$ cat config.mk
export PLATFORM = sky130hd
export DESIGN_NAME = spim_wb
export DESIGN_NICKNAME = d
export VERILOG_FILES = /design/src/rtl/spim_wb.sv
export SDC_FILE = /design/constraint.sdc
export NUM_CORES = 1
export LEC_CHECK = 0
export CORE_MARGIN = 5
export CORE_UTILIZATION = 47
export CTS_BUF_LIST = sky130_fd_sc_hd__clkbuf_16
export DETAILED_ROUTE_END_ITERATION = 6
export PLACE_DENSITY = 0.83
export SLEW_MARGIN = 20
export SYNTH_ARGS = -nofsm -noshare
export SYNTH_HDL_FRONTEND = slang
export SYNTH_SLANG_ARGS = --single-unit
export TNS_END_PERCENT = 100
$ cat constraint.sdc
create_clock -name wb_clk_i -period 2.41 [get_ports wb_clk_i]
set_clock_uncertainty 0.15 [all_clocks]
set_input_delay 0.723 -clock wb_clk_i [delete_from_list [all_inputs] [get_ports wb_clk_i]]
set_output_delay 0.723 -clock wb_clk_i [all_outputs]
set_load 0.01 [all_outputs]
$ cat src/rtl/spim_wb.sv
// rtl/spim_wb.sv - Wishbone-slave SPI master with legacy bit-bang register
module spim_wb #(
  parameter int          DW      = 8,
  parameter int          NCS     = 4,
  parameter logic [15:0] DIV_RST = 16'd3
) (
  input  logic           wb_clk_i,
  input  logic           wb_rst_i,
  input  logic [31:0]    wb_adr_i,
  input  logic [31:0]    wb_dat_i,
  output logic [31:0]    wb_dat_o,
  input  logic           wb_we_i,
  input  logic [3:0]     wb_sel_i,
  input  logic           wb_stb_i,
  input  logic           wb_cyc_i,
  output logic           wb_ack_o,
  output logic [NCS-1:0] spi_ss,
  output logic           spi_sck,
  output logic           spi_mosi,
  input  logic           spi_miso
);

  localparam int EW = $clog2(2*DW+1);

  typedef enum logic {S_IDLE, S_SHIFT} state_t;
  state_t state, state_nxt;

  logic [3:0]     ctrl;
  logic [15:0]    div;
  logic [NCS-1:0] cs;
  logic [3:1]     bb;
  logic           done, ovr, busy;
  logic [DW-1:0]  rx, tx_sh, rx_sh, rx_nxt;
  logic           cpha_s, cpol_s, lsb_s;
  logic [15:0]    div_s, half;
  logic [EW-1:0]  edges;
  logic           sck_q, mosi_q;

  logic           acc, wr, rd, data_wr;
  logic [2:0]     reg_sel;
  logic [31:0]    rdata;
  logic           start, edge_tick, last_edge, lead, sample, drive;
  logic           unused_bits;

  assign unused_bits = ^{wb_sel_i, wb_adr_i[31:5], wb_adr_i[1:0], wb_dat_i};

  assign acc     = wb_cyc_i & wb_stb_i & ~wb_ack_o;
  assign wr      = acc & wb_we_i;
  assign rd      = acc & ~wb_we_i;
  assign reg_sel = wb_adr_i[4:2];
  assign data_wr = wr && (reg_sel == 3'd3);
  assign busy    = (state == S_SHIFT);

  // Edge counter starts even, so even counts are leading edges.
  assign lead    = ~edges[0];
  assign sample  = edge_tick & (lead ^ cpha_s);
  assign drive   = edge_tick & ~(lead ^ cpha_s);
  assign rx_nxt  = lsb_s ? {spi_miso, rx_sh[DW-1:1]} : {rx_sh[DW-2:0], spi_miso};

  always_comb begin
    state_nxt = state;
    start     = 1'b0;
    edge_tick = 1'b0;
    last_edge = 1'b0;
    case (state)
      S_IDLE: begin
        if (data_wr && !ctrl[3]) begin
          start     = 1'b1;
          state_nxt = S_SHIFT;
        end
      end
      S_SHIFT: begin
        if (half == 16'd0) begin
          edge_tick = 1'b1;
          if (edges == EW'(1)) begin
            last_edge = 1'b1;
            state_nxt = S_IDLE;
          end
        end
      end
      default: state_nxt = S_IDLE;
    endcase
  end

  always_comb begin
    rdata = 32'd0;
    case (reg_sel)
      3'd0: rdata = {28'd0, ctrl};
      3'd1: rdata = {16'd0, div};
      3'd2: rdata = 32'(cs);
      3'd3: rdata = 32'(rx);
      3'd4: rdata = {29'd0, ovr, done, busy};
      3'd5: rdata = {28'd0, bb, spi_miso};
      default: rdata = 32'd0;
    endcase
  end

  always_ff @(posedge wb_clk_i) begin
    if (wb_rst_i) begin
      state    <= S_IDLE;
      wb_ack_o <= 1'b0;
      wb_dat_o <= 32'd0;
      ctrl     <= 4'd0;
      div      <= DIV_RST;
      cs       <= '1;
      bb       <= 3'd0;
      done     <= 1'b0;
      ovr      <= 1'b0;
      rx       <= '0;
      tx_sh    <= '0;
      rx_sh    <= '0;
      cpha_s   <= 1'b0;
      cpol_s   <= 1'b0;
      lsb_s    <= 1'b0;
      div_s    <= 16'd0;
      half     <= 16'd0;
      edges    <= '0;
      sck_q    <= 1'b0;
      mosi_q   <= 1'b0;
    end else begin
      state    <= state_nxt;
      wb_ack_o <= acc;
      wb_dat_o <= rd ? rdata : 32'd0;

      if (wr) begin
        case (reg_sel)
          3'd0: ctrl <= wb_dat_i[3:0];
          3'd1: div  <= wb_dat_i[15:0];
          3'd2: cs   <= wb_dat_i[NCS-1:0];
          3'd3: if (ctrl[3] || busy) ovr <= 1'b1;
          3'd4: if (wb_dat_i[2]) ovr <= 1'b0;
          3'd5: bb   <= wb_dat_i[3:1];
          default: ;
        endcase
      end

      if (rd && reg_sel == 3'd3) done <= 1'b0;

      if (start) begin
        cpha_s <= ctrl[0];
        cpol_s <= ctrl[1];
        lsb_s  <= ctrl[2];
        div_s  <= div;
        half   <= div;
        edges  <= EW'(2*DW);
        sck_q  <= ctrl[1];
        rx_sh  <= '0;
        done   <= 1'b0;
        // CPHA=0 presents the first bit before the first clock edge.
        if (!ctrl[0]) begin
          mosi_q <= ctrl[2] ? wb_dat_i[0] : wb_dat_i[DW-1];
          tx_sh  <= ctrl[2] ? (wb_dat_i[DW-1:0] >> 1) : (wb_dat_i[DW-1:0] << 1);
        end else begin
          tx_sh  <= wb_dat_i[DW-1:0];
        end
      end

      if (busy) begin
        if (edge_tick) begin
          sck_q <= ~sck_q;
          half  <= div_s;
          edges <= edges - EW'(1);
          if (sample) rx_sh <= rx_nxt;
          if (drive) begin
            mosi_q <= lsb_s ? tx_sh[0] : tx_sh[DW-1];
            tx_sh  <= lsb_s ? (tx_sh >> 1) : (tx_sh << 1);
          end
          if (last_edge) begin
            rx   <= sample ? rx_nxt : rx_sh;
            done <= 1'b1;
          end
        end else begin
          half <= half - 16'd1;
        end
      end
    end
  end

  assign spi_sck  = ctrl[3] ? bb[2] : (busy ? sck_q : ctrl[1]);
  assign spi_mosi = ctrl[3] ? bb[1] : mosi_q;

  always_comb begin
    spi_ss = cs;
    if (ctrl[3]) spi_ss[0] = bb[3];
  end

endmodule
Word level (Yosys, flattened, before mapping)
Cells that the tools add are included.
- output and inout port bits: 39
- bits in registers: 128
- bits of input ports: 74
- logic and storage cells: 111
- equality and inequality tests: 8
- reductions and logical operators: 16
- multiplexer cells: 52
- bitwise operators: 14
- $add $sub $neg: 2
- operators by type and width (cell ; count):
    $mux W8 ; 13
    $pmux W16 S6 ; 1
    $mux W16 ; 3
    $mux W1 ; 30
    $logic_not A16 Y1 ; 1
    $sub A16 B1 Y16 const B ; 1
    $mux W5 ; 3
    $reduce_and A2 Y1 ; 4
    $not A1 Y1 ; 7
    $and A1 B1 Y1 ; 6
    $eq A3 B2 Y1 const B ; 2
    $eq A3 B3 Y1 const B ; 2
    $eq A5 B1 Y1 const B ; 1
    $sub A5 B1 Y5 const B ; 1
    $ne A2 B2 Y1 const B ; 2
    $pmux W1 S2 ; 2
    $reduce_and A4 Y1 ; 1
    $reduce_bool A2 Y1 ; 2
    $eq A3 B1 Y1 const B ; 1
    $logic_and A1 B1 Y1 ; 3
    $logic_not A3 Y1 ; 1
    $reduce_and A3 Y1 ; 1
    $reduce_or A2 Y1 ; 1
    $logic_not A1 Y1 ; 1
    other kinds (2) ; 2

Depth between registers and ports, before layout
Gate-level depths: netlist of the first run.
- depth after elaboration: 11
- depth in mapped cells: 9
- gate-level depth less buffers: 7

Worst setup path after synthesis of the first run
No wires, ideal clock.
- path type: input -> register
- start: in wb_adr_i[3]
- end: reg half[3]
- data arrival time: 2.312 ns
- setup time: 0.136 ns
- stages: 7
- path slack: -0.188 ns
- cell sequence: clkbuf_1 nand3b_1 or3_1 clkbuf_1 clkbuf_1 mux2i_1 o32ai_1
- cells in the longest elaborated chain, start to end: 6
- ends and longest elaborated chain (what ; RTL line ; text):
    start, declared ; 9 ; input logic [31:0] wb_adr_i,
    $eq A3 B2 Y1 ; 51 ; assign data_wr = wr && (reg_sel == 3'd3);
    $logic_and A1 B1 Y1 ; 51 ;
    $logic_and A1 B1 Y1 ; 67 ; if (data_wr && !ctrl[3]) begin
    $mux W1 ; 67 ;
    $mux W1 ; 65 ; case (state)
    $reduce_bool A2 Y1 (no source line) ; - ;
    end signal, assigned ; 144 ; half <= div;
    end signal, assigned ; 161 ; half <= div_s;
    end signal, assigned ; 173 ; half <= half - 16'd1;
    end, declared ; 35 ; logic [15:0] div_s, half;
No other way between the ends.
A chain may end at the register's enable or synchronous reset.

Worst setup path in the final report of the first run
- start: reg half[2]
- end: reg rx[1]
- cells in the longest elaborated chain, start to end: 5
- elaborated cells between the ends (all ways): 8
- those cells by class: mux (5); bitwise (1); reduce/logical (2)
- ends and longest elaborated chain (what ; RTL line ; text):
    $logic_not A16 Y1 * ; 73 ; if (half == 16'd0) begin
    $mux W1 ; 73 ;
    $mux W1 ; 65 ;
    $and A1 B1 Y1 ; 56 ; assign sample = edge_tick & (lead ^ cpha_s);
    $mux W8 ; 169 ; rx <= sample ? rx_nxt : rx_sh;
    end signal, assigned ; 169 ;
    end, declared ; 33 ; logic [DW-1:0] rx, tx_sh, rx_sh, rx_nxt;
Mark *: on every way between the ends. The rest lies on a longest branch, timed or not.

==> flow_metrics.env, run 1 <==
export IMPL_outcome="complete, no violations"
export IMPL_routed_wl_um=15400
export IMPL_final_period_minus_worst_setup_slack_ns=2.34
export IMPL_drtPass1Iterations=5
export IMPL_synth_edf_count=0
export IMPL_io_pins=113
export IMPL_critPathMaxStageDelay_ns=0.59
export IMPL_cts_num_sinks=112
export IMPL_mappedNetlistArea_mm2=0.00551
export IMPL_syn_inst=655
export IMPL_ctsRootBufferMaster="sky130_fd_sc_hd__clkbuf_16"
export IMPL_area_growth_synth_to_final_pct=24.2
export IMPL_tightest_slew_ns=0.548
export IMPL_seq_power_share_pct=49.4
export IMPL_worst_path_buf_inv=1
export IMPL_global_routing_usage_summed_across_all_routing_layers_pct=21.2
export IMPL_timing_final_crit_share_pct=97.0
export IMPL_finalPower_w=0.00380
export IMPL_clk_transition_reported_paths_ns=0.08
export IMPL_yosys_warn_count=0
export IMPL_hold_viol=0
export IMPL_post_route_drc_count=0
export IMPL_worstSetupEndpointType="flip-flop"
export IMPL_power_leakage_nw=2.65
export IMPL_cts_inserted_buffers=9
export IMPL_clock_insertion_delay_worst_skew_ns=0.37
export IMPL_critPathSlowestCell="sky130_fd_sc_hd__or4_4"
export IMPL_hold_path_cell_count=2
export IMPL_fp_row_count=39
export IMPL_cellInternalPower_w=0.00284
export IMPL_grt_pass1_wl_um=24700
export IMPL_die_width_um=118
export IMPL_totalNegativeSetupSlack_ns=0
export IMPL_cp_cell_sequence="or3_4 -> or4_4 -> nor3_4 -> buf_12 -> mux2i_1 -> o21ai_0"
export IMPL_worstHoldPathType="reg2reg"
export IMPL_grt_antenna_before_repair=0
export IMPL_detail_route_iter0_violations=394
export IMPL_rsz_0062_raised_after_global_routing="false"
export IMPL_crit_type="reg2reg"
export IMPL_total_die_area_mm2=0.0140
export IMPL_die_height_um=118
export IMPL_grt_ovfl_total=0
export IMPL_io_buffer_count=47
export IMPL_comb_power_share_pct=9.0
export IMPL_h_tree_depth=3
export IMPL_n_antenna_cell=0
export IMPL_worst_r2r_cell_count=6
export IMPL_hpwlAfterDp_um=10900
export IMPL_final_report_max_slew_violation_count=0
export IMPL_cts_tree="done"
export IMPL_timing_max_cap_violations=0
export IMPL_critical_path_startpoint_type="flip-flop"
export IMPL_synth_seq_area_share_pct=40.7
export IMPL_worst_r2r_setup_slack_ns=0.07
export IMPL_cts_max_path_buffers=2
export IMPL_share_of_post_route_cells_with_drive_strength_above_1_pct=18.4
export IMPL_setup_ws_ns=0.0720
export IMPL_postSynthAreaPerCell_um2=8.41
export IMPL_sw_frac_of_total_pct=25.2
export IMPL_place_worst_setup_slack_ns=-0.409
export IMPL_max_slew_margin_rel_pct=63.5
export IMPL_core_area_mm2=0.0115
export IMPL_place_inst=859
export IMPL_worst_hold_path_endpoint="rx[5]"
export IMPL_min_from="rx[5]"
export IMPL_vdd_ir_drop_worst_mv=0.617
export IMPL_final_nets=808
export IMPL_postRouteAntennaNets=0
export IMPL_postLayoutCoreUtil_pct=59.7
export IMPL_timing_critical_path_fanout_max=16
export IMPL_synth_ff_latch_count=112
export IMPL_worst_endpoint_required_ns=2.51
export IMPL_power_clock_fraction_pct=41.6
export IMPL_via_count=5128
export IMPL_synth_lib_cells_used_distinct=59
export IMPL_holdBufCountCts=0
export IMPL_async_reset_ff_share_pct=0
export IMPL_critPathTopFamily="simple AND/OR/NAND/NOR gates"
export IMPL_layoutNonFillerInstCount=878
export IMPL_detail_route_wl_per_cell_um=17.5
export IMPL_ys_flop_type="sky130_fd_sc_hd__dfxtp_1"
export IMPL_switching_power_w=0.000956
export IMPL_worst_r2r_startpoint="half[2]"
export IMPL_setup_viol_count_final=0
export IMPL_maximum_number_of_pins_on_one_net_before_global_route_repair=39
export IMPL_fmaxAchievable_ghz=0.428
export IMPL_rr_endpoint="rx[1]"
export IMPL_grt_pass1_vias=5168
export IMPL_avgViaCountPerCell=5.84
export IMPL_cp_data_arrival_time_ns=2.44
export IMPL_gp_congestion=0.952
export IMPL_initial_core_util_pct=48.0
export IMPL_pwr_density_cell_mw_per_mm2=555
## how the worst max path moves through the flow
stage                          end   startpoint  cells past startpoint  slack, ns
after CTS                 edges[4]  wb_adr_i[4]                      8      0.003
after floorplan           tx_sh[1]  wb_adr_i[3]                      8       0.01
after global routing         rx[2]      half[2]                      6       0.01
final                        rx[1]      half[2]                      6       0.07
after global placement    tx_sh[7]     wb_cyc_i                      8      -0.38
after detailed placement  tx_sh[0]     wb_cyc_i                      8      -0.41
## routing by layer
layer  global-route usage, %  part of all wire, %
met2                    36.2                   50
met4                    9.68                  2.8
met1                    24.5                   40
met3                    6.21                  6.4
met5                       0                    0
## cells by family (layout without fill, tap and decap cells)
family	Yosys count	after routing	share of synthesized area, %
and+or+nand+nor	246	246	21.0
AOI/OAI and AO/OA	142	142	16.0
DFF	112	112	40.7
buffers and inverters	73	138	6.50
muxes	71	71	13.9
xor gates and xnor gates	6	6	0.954
adders and majority gates	4	4	0.909
other	1	16	0.0681
## worst reg2reg max path: stages, from the launching register on
cell and delay (ns):
sky130_fd_sc_hd__dfxtp_1 0.33, sky130_fd_sc_hd__or3_4 0.42, sky130_fd_sc_hd__or4_4 0.59, sky130_fd_sc_hd__nor3_4 0.22, sky130_fd_sc_hd__buf_12 0.18, sky130_fd_sc_hd__mux2i_1 0.24
sky130_fd_sc_hd__o21ai_0 0.09
## timing repair
item / 4_1_cts / 5_1_grt
resized for setup: 8 / 18
endpoints found under the setup margin: 9 / 31
endpoints found under the hold margin: 0 / 0
pin swaps: 1 / 7
buffers inserted: 2 / 0
cloned: 0 / 1
## cells in the mapped netlist (5+ instances only)
| library cell | instances | area (um2) |
|---|---|---|
| sky130_fd_sc_hd__nand2_1 | 119 | 447 |
| sky130_fd_sc_hd__dfxtp_1 | 112 | 2240 |
| sky130_fd_sc_hd__a21oi_1 | 61 | 305 |
| sky130_fd_sc_hd__mux2i_1 | 44 | 440 |
| sky130_fd_sc_hd__clkbuf_1 | 38 | 143 |
| sky130_fd_sc_hd__nor2_1 | 38 | 143 |
| sky130_fd_sc_hd__mux2_2 | 25 | 282 |
| sky130_fd_sc_hd__o21ai_0 | 22 | 110 |
| sky130_fd_sc_hd__buf_4 | 19 | 143 |
| sky130_fd_sc_hd__nor3_1 | 18 | 90.1 |
| sky130_fd_sc_hd__nand3_1 | 16 | 80.1 |
| sky130_fd_sc_hd__a211oi_1 | 15 | 113 |
| sky130_fd_sc_hd__and2_1 | 10 | 62.6 |
| sky130_fd_sc_hd__o22ai_1 | 8 | 50.1 |
| sky130_fd_sc_hd__inv_1 | 7 | 26.3 |
| sky130_fd_sc_hd__o32ai_1 | 6 | 52.6 |
| sky130_fd_sc_hd__or3_1 | 6 | 37.5 |
| sky130_fd_sc_hd__nand4_1 | 5 | 31.3 |
| sky130_fd_sc_hd__nor4_1 | 5 | 31.3 |
## power groups by stage
stage	sequential (W)	clock, W	combinational (W)
floorplan	0.00192	0	0.000210
global placement	0.00192	0	0.000319
detailed placement	0.00192	0	0.000328
CTS	0.00187	0.00159	0.000331
global route	0.00188	0.00167	0.000369
finish	0.00188	0.00158	0.000341
## layout make-up
| type | instances | area [um2] |
|---|---|---|
| fillers | 925 | 4630 |
| inverters | 8 | 30.0 |
| multi-input cells | 485 | 3020 |
| flip-flops and latches | 112 | 2250 |
| clock inverters | 7 | 88.8 |
| clock buffers | 9 | 225 |
| repair buffers | 114 | 1050 |
| well taps | 143 | 179 |
## sequential cells by signal, summed over array words and instances (netlist names), 3 cells and up
register / count
bb: 3
cs: 4
ctrl: 4
div: 16
div_s: 16
edges: 5
half: 16
rx: 8
rx_sh: 8
tx_sh: 8
wb_dat_o: 16
## stage by stage
step                      hold slack [ns]  instance area (um2)
after global routing                0.326                 6840
after global placement              0.290                 6410
after floorplan                     0.270                 5570
after CTS                           0.311                 6740
after detailed placement            0.298                 6410
final                               0.309                 6840
## cell usage in the layout, fill, tap and decap left out, types with 10 or more instances in the layout
master	netlist	layout
sky130_fd_sc_hd__nand2_1	119	119
sky130_fd_sc_hd__dfxtp_1	112	110
sky130_fd_sc_hd__buf_4	19	62
sky130_fd_sc_hd__a21oi_1	61	57
sky130_fd_sc_hd__mux2i_1	44	44
sky130_fd_sc_hd__nor2_1	38	38
sky130_fd_sc_hd__clkdlybuf4s50_1	0	37
sky130_fd_sc_hd__mux2_2	25	25
sky130_fd_sc_hd__o21ai_0	22	22
sky130_fd_sc_hd__nor3_1	18	18
sky130_fd_sc_hd__nand3_1	16	16
sky130_fd_sc_hd__conb_1	1	16
sky130_fd_sc_hd__a211oi_1	15	13
sky130_fd_sc_hd__and2_1	10	10
sky130_fd_sc_hd__clkbuf_16	0	10
Note: power is estimated with default switching activity, not from simulation.
==> inputs of run 2 (changes only) <==
CORE_UTILIZATION = 52   (was 47)
PLACE_DENSITY = 0.87   (was 0.83)
clock period = 2.32 ns   (was 2.41 ns; I/O delays follow)
==> run 2 against run 1 <==
Compared with the run above: the flow now finishes with violations (DRC); count of clock-buffer cells in the layout is the same; non-clock buffer count up 6; setup slack got worse by 0.023 ns; via count increased by 4.8%; sequential share of layout area decreased by 0.19 points; cell count shrank 0.11%.
==> flow_metrics.env, run 2 (synthesis gave the netlist of run 1 again) <==
export IMPL_grt_ovfl_total=0
export IMPL_holdBufCountCts=0
export IMPL_fp_row_count=37
export IMPL_worstSetupEndpointType="flip-flop"
export IMPL_critPathSlowestCell="sky130_fd_sc_hd__or4_4"
export IMPL_most_common_layout_cells="sky130_fd_sc_hd__nand2_1 (119), sky130_fd_sc_hd__dfxtp_1 (109), sky130_fd_sc_hd__buf_4 (64)"
export IMPL_final_nets=814
export IMPL_via_count=5376
export IMPL_worst_endpoint_required_ns=2.41
export IMPL_clk_transition_reported_paths_ns=0.08
export IMPL_setup_viol_count_final=0
export IMPL_io_pins=113
export IMPL_timing_critical_path_fanout_max=15
export IMPL_fmaxAchievable_ghz=0.440
export IMPL_initial_core_util_pct=53.3
export IMPL_die_height_um=113
export IMPL_postPlaceCellArea_mm2=0.00644
export IMPL_post_route_drc_count=6
export IMPL_maximum_number_of_pins_on_one_net_before_global_route_repair=30
export IMPL_postRouteAntennaNets=0
export IMPL_detail_route_wl_per_cell_um=18.3
export IMPL_totalNegativeSetupSlack_ns=0
export IMPL_post_route_cell_area_mm2=0.00688
export IMPL_critPathMaxStageDelay_ns=0.57
export IMPL_rsz_0062_raised_after_global_routing="true"
export IMPL_grt_antenna_before_repair=0
export IMPL_grt_pass1_wl_um=25100
export IMPL_crit_type="reg2reg"
export IMPL_clock_insertion_delay_worst_skew_ns=0.35
export IMPL_io_buffer_count=47
export IMPL_place_inst=853
export IMPL_detail_route_iter0_violations=420
export IMPL_layoutNonFillerInstCount=877
export IMPL_multiInputGateArea_mm2=0.00301
export IMPL_h_tree_depth=3
export IMPL_grt_pass1_vias=5224
export IMPL_drtPass1Iterations=7
export IMPL_die_width_um=113
export IMPL_cts_tree="done"
export IMPL_core_area_mm2=0.0103
export IMPL_final_report_max_slew_violation_count=0
export IMPL_mostFrequentLayoutCell="sky130_fd_sc_hd__nand2_1"
export IMPL_avgViaCountPerCell=6.13
export IMPL_tightest_slew_ns=0.520
export IMPL_power_leakage_nw=2.67
export IMPL_finalPower_w=0.00379
export IMPL_cts_num_sinks=112
export IMPL_share_of_post_route_cells_with_drive_strength_above_1_pct=18.8
export IMPL_total_die_area_mm2=0.0127
export IMPL_hold_viol=0
export IMPL_routed_wl_um=16000
export IMPL_pwr_density_cell_mw_per_mm2=551
export IMPL_timing_max_cap_violations=0
export IMPL_vdd_ir_drop_worst_mv=0.447
export IMPL_worstHoldPathType="reg2reg"
export IMPL_hold_slack_ns=0.310
export IMPL_final_period_minus_worst_setup_slack_ns=2.27
export IMPL_n_antenna_cell=0
export IMPL_outcome="finished, violations left"
export IMPL_hpwlAfterDp_um=10900
export IMPL_cp_data_arrival_time_ns=2.36
export IMPL_fill_cells=757
export IMPL_area_growth_synth_to_final_pct=24.9
export IMPL_failed_checks="DRC"
export IMPL_critical_path_startpoint_type="flip-flop"
export IMPL_gp_congestion=0.950
export IMPL_max_slew_margin_rel_pct=65.3
export IMPL_timing_final_crit_share_pct=97.9
export IMPL_regArea_mm2=0.00225
export IMPL_global_routing_usage_summed_across_all_routing_layers_pct=23.9
export IMPL_cts_max_path_buffers=2
export IMPL_cp_cell_sequence="or3_4 -> or4_4 -> nor3_4 -> buf_12 -> mux2i_2 -> o21ai_0"
export IMPL_ctsRootBufferMaster="sky130_fd_sc_hd__clkbuf_16"
export IMPL_cts_inserted_buffers=9
==> run 2: cell types whose count changed in the layout (fill, tap and decap cells not counted), sizes merged <==
cell and change:
clkinvlp +1, buf +5, bufinv -1, clkinv -1, inv +1, clkbuf +1
==> run 2: where the power goes <==
group          switching, W  internal (W)
registers         0.0000149       0.00193
clock network      0.000738      0.000739
logic              0.000202      0.000162
==> run 2: layer usage <==
metal / global-route usage, % / part of all wire, %
met3: 5.03 / 8.8
met2: 41.7 / 50
met4: 11.2 / 4.4
met5: 0 / 0
met1: 28.0 / 37
==> run 2: worst max-delay path: cells and delay by family, from the launching register on <==
kind	cells	cell delay (ns)
simple gates	3	1.14
mux	1	0.23
compound gates	1	0.10
flops	1	0.35
buf+inv	1	0.18
==> run 2: stage by stage <==
| stage | setup WS [ns] | util (%) |
|---|---|---|
| after floorplan | 0.0177 | - |
| after global placement | -0.425 | 62.4 |
| after detailed placement | -0.511 | 62.4 |
| after CTS | 0.00584 | 65.2 |
| after global routing | -0.0221 | 66.6 |
| final | 0.0490 | 66.6 |
==> run 2: area by class of cell <==
cell class                 instances  share of cell area, %
multi-input combinational        485                   43.8
clock inverter                     7                  0.764
sequential                       112                   32.7
clock buffer                       9                   3.28
tap                              136                   2.47
timing repair buffer             120                   16.6
inverter                           8                  0.437
==> run 2: final timing paths <==
check                           startpoint        to  slack (ns)  cells after the start
worst min-delay path              div_s[7]  div_s[7]        0.31                      2
worst max register to register     half[3]     rx[3]        0.05                      6
worst max-delay path               half[3]     rx[3]        0.05                      6
worst min register to register    div_s[7]  div_s[7]        0.31                      2
==> run 2: repair_timing <==
action | 4_1_cts | 5_1_grt
gates resized for setup | 8 | 17
pin swaps | 2 | 9
buffers inserted | 1 | 5
setup endpoints to repair | 45 | 47
hold endpoints to repair | 0 | 0
gates cloned | 0 | 2
